<file path="config.mk">
export PLATFORM = sky130hd
export DESIGN_NAME = regfile_dump_flat
export DESIGN_NICKNAME = d
export VERILOG_FILES = /design/src/rtl/regfile_dump_pkg.sv /design/src/rtl/regfile_dump_if.sv /design/src/rtl/regfile_dump.sv /design/src/flat_wrapper.sv
export SDC_FILE = /design/constraint.sdc
export NUM_CORES = 1
export LEC_CHECK = 0
export ABC_AREA = 1
export BUFFER_PORTS_ARGS = -buffer_cell sky130_fd_sc_hd__buf_2
export CAP_MARGIN = 5
export CORE_ASPECT_RATIO = 0.9
export CORE_MARGIN = 5
export CORE_UTILIZATION = 44
export DETAILED_ROUTE_END_ITERATION = 6
export GPL_TIMING_DRIVEN = 0
export HOLD_SLACK_MARGIN = 0.1
export PLACE_DENSITY = 0.85
export SLEW_MARGIN = 30
export SYNTH_ARGS = -nofsm -noshare
export SYNTH_HDL_FRONTEND = slang
export SYNTH_SLANG_ARGS = --single-unit
export TNS_END_PERCENT = 5
</file>
<file path="constraint.sdc">
create_clock -name clk -period 1.5 [get_ports clk]
set_input_delay 0.225 -clock clk [delete_from_list [all_inputs] [get_ports clk]]
set_output_delay 0.225 -clock clk [all_outputs]
set_load 0.01 [all_outputs]
</file>
<file path="src/rtl/regfile_dump_pkg.sv">
`default_nettype none
// ============================================================================
// Module      : regfile_dump_pkg
// Description : Shared types and constants for the register-file dump
//               reader: dump FSM state encoding, architectural register
//               constants and the register index type.
// Revision    : 1.0 - initial release
// ============================================================================
package regfile_dump_pkg;

    localparam int c_ADDRESS_WIDTH = 5;
    localparam int c_REG_A0        = 10;
    localparam int c_NUM_ARCH_REGS = 32;

    // State encoding kept as explicit 2-bit constants so the enum values
    // are stable across tools and visible in waveforms as plain numbers.
    localparam logic [1:0] c_ST_IDLE   = 2'd0;
    localparam logic [1:0] c_ST_STREAM = 2'd1;
    localparam logic [1:0] c_ST_DONE   = 2'd2;

    typedef enum logic [1:0] {
        IDLE   = c_ST_IDLE,
        STREAM = c_ST_STREAM,
        DONE   = c_ST_DONE
    } dump_state_t;

    typedef logic [c_ADDRESS_WIDTH-1:0] reg_idx_t;

endpackage
`default_nettype wire

</file>
<file path="src/rtl/regfile_dump_if.sv">
`default_nettype none
// ============================================================================
// Module      : regfile_dump_if
// Description : valid/ready stream carrying (index, value) beats from the
//               dump reader to its consumer.
//               out_valid/out_data/out_idx/out_last : producer -> consumer
//               out_ready                           : consumer -> producer
//               master = producer (regfile_dump), slave = consumer.
// Revision    : 1.0 - initial release
// ============================================================================
interface regfile_dump_if #(
    parameter int ADDRESS_WIDTH = 5,
    parameter int DATA_WIDTH    = 32
);

    logic                     out_valid;
    logic                     out_ready;
    logic [DATA_WIDTH-1:0]    out_data;
    logic [ADDRESS_WIDTH-1:0] out_idx;
    logic                     out_last;

    modport master (
        output out_valid,
        output out_data,
        output out_idx,
        output out_last,
        input  out_ready
    );

    modport slave (
        input  out_valid,
        input  out_data,
        input  out_idx,
        input  out_last,
        output out_ready
    );

endinterface
`default_nettype wire

</file>
<file path="src/rtl/regfile_dump.sv">
`default_nettype none
// ============================================================================
// Module      : regfile_dump
// Description : Sequentially reads registers 0 (or 1) .. NUM_REGS-1 through
//               a combinational regfile read port and streams each one out
//               as an (index, value) beat.
//   clk, rst          : clock, synchronous active-high reset
//   start, skip_x0    : begin a dump (IDLE only); skip_x0 starts at index 1
//   rd_addr, rd_data  : regfile read port (data is combinational on addr)
//   dump (master)     : out_valid/out_ready/out_data/out_idx/out_last stream
//   busy              : high while beats are being streamed
//   done              : one-cycle pulse after the last beat is accepted
// Revision    : 1.0 - initial release
// ============================================================================
module regfile_dump
    import regfile_dump_pkg::*;
#(
    parameter int ADDRESS_WIDTH = 5,
    parameter int DATA_WIDTH    = 32,
    parameter int NUM_REGS      = 32
) (
    input  wire logic                     clk,
    input  wire logic                     rst,
    input  wire logic                     start,
    input  wire logic                     skip_x0,
    output logic      [ADDRESS_WIDTH-1:0] rd_addr,
    input  wire logic [DATA_WIDTH-1:0]    rd_data,
    regfile_dump_if.master                dump,
    output logic                          busy,
    output logic                          done
);

    localparam logic [ADDRESS_WIDTH-1:0] c_LAST_IDX = ADDRESS_WIDTH'(NUM_REGS - 1);

    dump_state_t              r_state;
    logic                     r_valid;
    logic                     r_last;
    logic                     r_busy;
    logic                     r_done;
    logic [ADDRESS_WIDTH-1:0] r_idx;
    logic [DATA_WIDTH-1:0]    r_data;

    logic [ADDRESS_WIDTH-1:0] w_first;
    logic [ADDRESS_WIDTH-1:0] w_next;
    logic [ADDRESS_WIDTH-1:0] w_rd_addr;
    logic                     w_fire;

    assign w_first = skip_x0 ? ADDRESS_WIDTH'(1) : '0;
    // Wrap to 0 on the last beat so the read address always stays in range.
    assign w_next  = r_last ? '0 : r_idx + ADDRESS_WIDTH'(1);
    assign w_fire  = r_valid & dump.out_ready;

    // The read address always points at the index the next capture edge
    // will latch, so the regfile data is ready in the same cycle.
    always_comb begin
        w_rd_addr = '0;
        case (r_state)
            IDLE:    w_rd_addr = start ? w_first : '0;
            STREAM:  w_rd_addr = w_next;
            default: w_rd_addr = '0;
        endcase
    end

    always_ff @(posedge clk) begin
        if (rst) begin
            r_state <= IDLE;
            r_valid <= 1'b0;
            r_last  <= 1'b0;
            r_busy  <= 1'b0;
            r_done  <= 1'b0;
            r_idx   <= '0;
            r_data  <= '0;
        end else begin
            case (r_state)
                IDLE: begin
                    r_done <= 1'b0;
                    if (start) begin
                        r_data  <= rd_data;
                        r_idx   <= w_first;
                        r_valid <= 1'b1;
                        r_last  <= (w_first == c_LAST_IDX);
                        r_busy  <= 1'b1;
                        r_state <= STREAM;
                    end
                end
                STREAM: begin
                    // Without a handshake every output register holds.
                    if (w_fire) begin
                        if (r_last) begin
                            r_valid <= 1'b0;
                            r_last  <= 1'b0;
                            r_busy  <= 1'b0;
                            r_done  <= 1'b1;
                            r_state <= DONE;
                        end else begin
                            r_idx  <= w_next;
                            r_data <= rd_data;
                            r_last <= (w_next == c_LAST_IDX);
                        end
                    end
                end
                DONE: begin
                    r_done  <= 1'b0;
                    r_state <= IDLE;
                end
                default: begin
                    r_state <= IDLE;
                end
            endcase
        end
    end

    assign rd_addr        = w_rd_addr;
    assign dump.out_valid = r_valid;
    assign dump.out_data  = r_data;
    assign dump.out_idx   = r_idx;
    assign dump.out_last  = r_last;
    assign busy           = r_busy;
    assign done           = r_done;

    // A single-register file has no index 1 to start from.
    generate
        if (NUM_REGS == 1) begin : g_single_reg_check
            a_no_skip_single : assert property (
                @(posedge clk) disable iff (rst)
                (r_state == IDLE && start) |-> !skip_x0
            );
        end
    endgenerate

endmodule
`default_nettype wire

</file>
<file path="src/flat_wrapper.sv">
// flat-port wrapper written by rule: the top's interface ports become plain ports
module regfile_dump_flat import regfile_dump_pkg::*;
#(
    parameter int ADDRESS_WIDTH = 5,
    parameter int DATA_WIDTH    = 32,
    parameter int NUM_REGS      = 32
)
  (clk, rst, start, skip_x0, rd_addr, rd_data, busy, done, dump_out_valid, dump_out_data, dump_out_idx, dump_out_last, dump_out_ready);
  regfile_dump_if #(.ADDRESS_WIDTH(ADDRESS_WIDTH), .DATA_WIDTH(DATA_WIDTH)) dump_i ();
  input  wire logic clk;
  input  wire logic rst;
  input  wire logic start;
  input  wire logic skip_x0;
  output logic      [ADDRESS_WIDTH-1:0] rd_addr;
  input  wire logic [DATA_WIDTH-1:0] rd_data;
  output logic busy;
  output logic done;
  output wire logic [$bits(dump_i.out_valid)-1:0] dump_out_valid;
  output wire logic [$bits(dump_i.out_data)-1:0] dump_out_data;
  output wire logic [$bits(dump_i.out_idx)-1:0] dump_out_idx;
  output wire logic [$bits(dump_i.out_last)-1:0] dump_out_last;
  input wire logic [$bits(dump_i.out_ready)-1:0] dump_out_ready;
  assign dump_out_valid = dump_i.out_valid;
  assign dump_out_data = dump_i.out_data;
  assign dump_out_idx = dump_i.out_idx;
  assign dump_out_last = dump_i.out_last;
  assign dump_i.out_ready = dump_out_ready;
  regfile_dump #(.ADDRESS_WIDTH(ADDRESS_WIDTH), .DATA_WIDTH(DATA_WIDTH), .NUM_REGS(NUM_REGS)) u_core (.clk(clk), .rst(rst), .start(start), .skip_x0(skip_x0), .rd_addr(rd_addr), .rd_data(rd_data), .dump(dump_i), .busy(busy), .done(done));
endmodule
</file>
==> flow_summary.yaml <==
sta:
  fin_tns_setup_ps: -153.2
  setup_viol: 4
  finalHoldViolCount: 0
  fin_worst_skew_ps: 6.389
  period_minus_slack_ps: 1574
  slew_viol_final: 0
  rsz0062_at_grt: "yes"
  worst_pin_slew_ps: 364.7
  slew_headroom_pct: 75.69
  fin_crit_sh_pct: 104.9
  fmax_ghz: 0.6354
  fin_ws_ps: -73.71
min_path:
  min_from: "rd_data[4]"
  holdPathStages: 3
  whs_endpoint: "u_core.dump.out_data[4]$_SDFFE_PP0P_"
  hp-class: "input pin to flop"
place:
  io_buffers: 82
  dp.cells: 345
  dp_hpwl_mm: 3.045
  gp_congestion: 0.8107
  placed_cell_area_sq_mm: 0.002105
layout:
  layout-drive-gt1-share_pct: 40.63
  postLayoutCellArea_sq_mm: 0.002347
  final_common_cell: "buf_2"
  layout_common_cells: "buf_2, nor2_1, dfxtp_1, o21ai_0, nand2_1"
  instances_no_fill: 361
  antenna_cells: 0
  area_growth_pct: 43.42
  fillers: 349
  fin_nets: 352
outcome:
  violations: "setup timing"
  status: "complete, but fails checks"
die:
  top_level_ports: 83
  die_area_sq_mm: 0.005041
  dieWidth_microns: 74.29
  rows: 21
  initial_core_util_pct: 44.81
  core_area_sq_mm: 0.003652
  fp.dieH_microns: 67.86
drt:
  vias: 1701
  drt_drc_violations_left: 0
  avgViaCountPerCell: 4.712
  ant_nets: 0
  drt_iter0_markers: 81
  first_pass_iters: 4
  wl_per_cell_microns: 11.71
  drt_wl_total_mm: 4.228
worst_setup_path:
  worstPathMaxFanout: 3
  max_stage_delay_ps: 360
  cp_cell_sequence: "buf_4, nand3_1, nand2_1, nand2_1, nor2_2, nand2_1, inv_1, buf_2"
  crit_slowest_cell: "dfxtp_2"
  reg2reg_to: "u_core.dump.out_last$_SDFFE_PP0P_"
  reg2reg_depth: 10
  cp.required_ps: 1270
  rrSetupSlack_ps: -10
  cp_common_cell: "nand2_1"
  endpoint_kind: "primary output"
  cp-start-kind: "flop"
  crit_type: "flop to primary output"
  r2r-start: "u_core.dump.out_idx[0]$_SDFFE_PP0P_"
  arrival_ps: 1350
grt:
  grt_first_pass_wirelength_mm: 6.934
  antenna_found_initial: 0
  grt_pass1_vias: 1576
  grt_usage_pct: 17.78
  grt-ovfl-total: 0
  grt_max_degree: 13
clock_network:
  clk_latency_ps: 280
  clock-sinks: 42
  cts_max_level: 2
  cts_made_buffers: 5
  cts.path.max_buffers: 2
  path_clk_slew_ps: 80
  root_buffer: "clkbuf_8"
  cts_tree: "done"
power:
  cellPowerDensity_mw_per_mm2: 1109
  leakage_uw: 0.001184
  ir_drop_mv: 0.7061
run:
  max_cap_violations: 0
synth:
  syn_area_sq_mm: 0.001637
  ys_ff_latch: 42
  seq_area_frac_synth_pct: 51.38
  synthCells: 217
  netlist-cell-type-count: 20
  syn_nets: 255
  synth.avg_cell_area_sq_um: 7.542
  synth.yosys.warnings: 0
cell type report:
class | count | area [sq um] | share of cell area (%)
Buffer | 10 | 70.07 | 2.985
Sequential cell | 42 | 849.6 | 36.19
Inverter | 13 | 53.80 | 2.292
Multi-Input combinational cell | 152 | 739.5 | 31.50
Clock buffer | 7 | 76.32 | 3.252
Clock inverter | 1 | 30.03 | 1.279
Tap cell | 46 | 57.56 | 2.452
Timing Repair Buffer | 90 | 470.5 | 20.04
power breakdown:
group          internal (uW)  switching, uW
Sequential              1210           48.0
Combinational            219            275
Clock                    498            354
layer usage:
metal  global-route usage (%)  wire length, microns  vias up
met4                    6.444                    53        0
met3                    5.727                   391        6
met1                    21.11                  1764      750
met5                        0                     0        -
met2                    30.20                  2018       64
li1                         -                     -      881
cells by family after synthesis:
kind of cell	share of synthesized area, %
compound gates	15.21
flops	51.38
buf+inv	7.416
simple gates	25.23
fa+ha+maj	0.7644
worst max path at each step:
stage / from / end / slack (ps)
floorplan: u_core.dump.out_idx[0]$_SDFFE_PP0P_ / u_core.dump.out_last$_SDFFE_PP0P_ / 150
global placement: u_core.dump.out_idx[0]$_SDFFE_PP0P_ / rd_addr[4] / 30
detailed placement: u_core.dump.out_idx[0]$_SDFFE_PP0P_ / rd_addr[4] / 40
CTS: u_core.dump.out_idx[1]$_SDFFE_PP0P_ / rd_addr[4] / -90
global route: u_core.dump.out_idx[1]$_SDFFE_PP0P_ / rd_addr[3] / -210
finish: u_core.dump.out_idx[1]$_SDFFE_PP0P_ / rd_addr[3] / -70
what timing repair did:
item | 4_1_cts | 5_1_grt
gates resized for setup | 9 | 17
pin swaps | 3 | 6
setup buffers | 8 | 0
setup endpoints to repair | 4 | 22
hold buffers | 0 | 0
synthesized netlist by cell type, drive strengths merged:
cell | n | share of area [%]
o22ai | 2 | 0.76
nand2 | 19 | 5.3
buf | 7 | 3.6
nand3 | 4 | 1.2
clkbuf | 3 | 0.69
nor3 | 2 | 0.61
inv | 13 | 3.1
a21oi | 6 | 1.8
dfxtp | 42 | 51
nor2 | 79 | 18
o21ai | 39 | 13
ha | 1 | 0.76
registers in the layout, summed over array words and instances, names as in the netlist:
name	flops
u_core.dump.out_data	32
u_core.dump.out_idx	5
u_core.r_state	2
u_core.busy	1
u_core.done	1
u_core.dump.out_last	1
worst max-delay path, delay by kind of cell, from the launching register on:
kind	cells	cell delay (ps)
and+or+nand+nor	5	410
DFF	1	360
buffers and inverters	3	310
metrics by stage:
| stage | setup WS (ps) | utilization, % | power (uW) | hold WS (ps) |
|---|---|---|---|---|
| floorplan | 149.1 | - | 1545 | 294.1 |
| global placement | 34.40 | 57.62 | 1727 | 457.3 |
| detailed placement | 35.06 | 57.62 | 1739 | 467.3 |
| CTS | -85.85 | 63.07 | 2620 | 167.1 |
| global route | -207.5 | 64.27 | 2756 | 183.7 |
| finish | -73.71 | 64.27 | 2602 | 174.1 |
No activity file was read; power rests on OpenSTA's default activity.
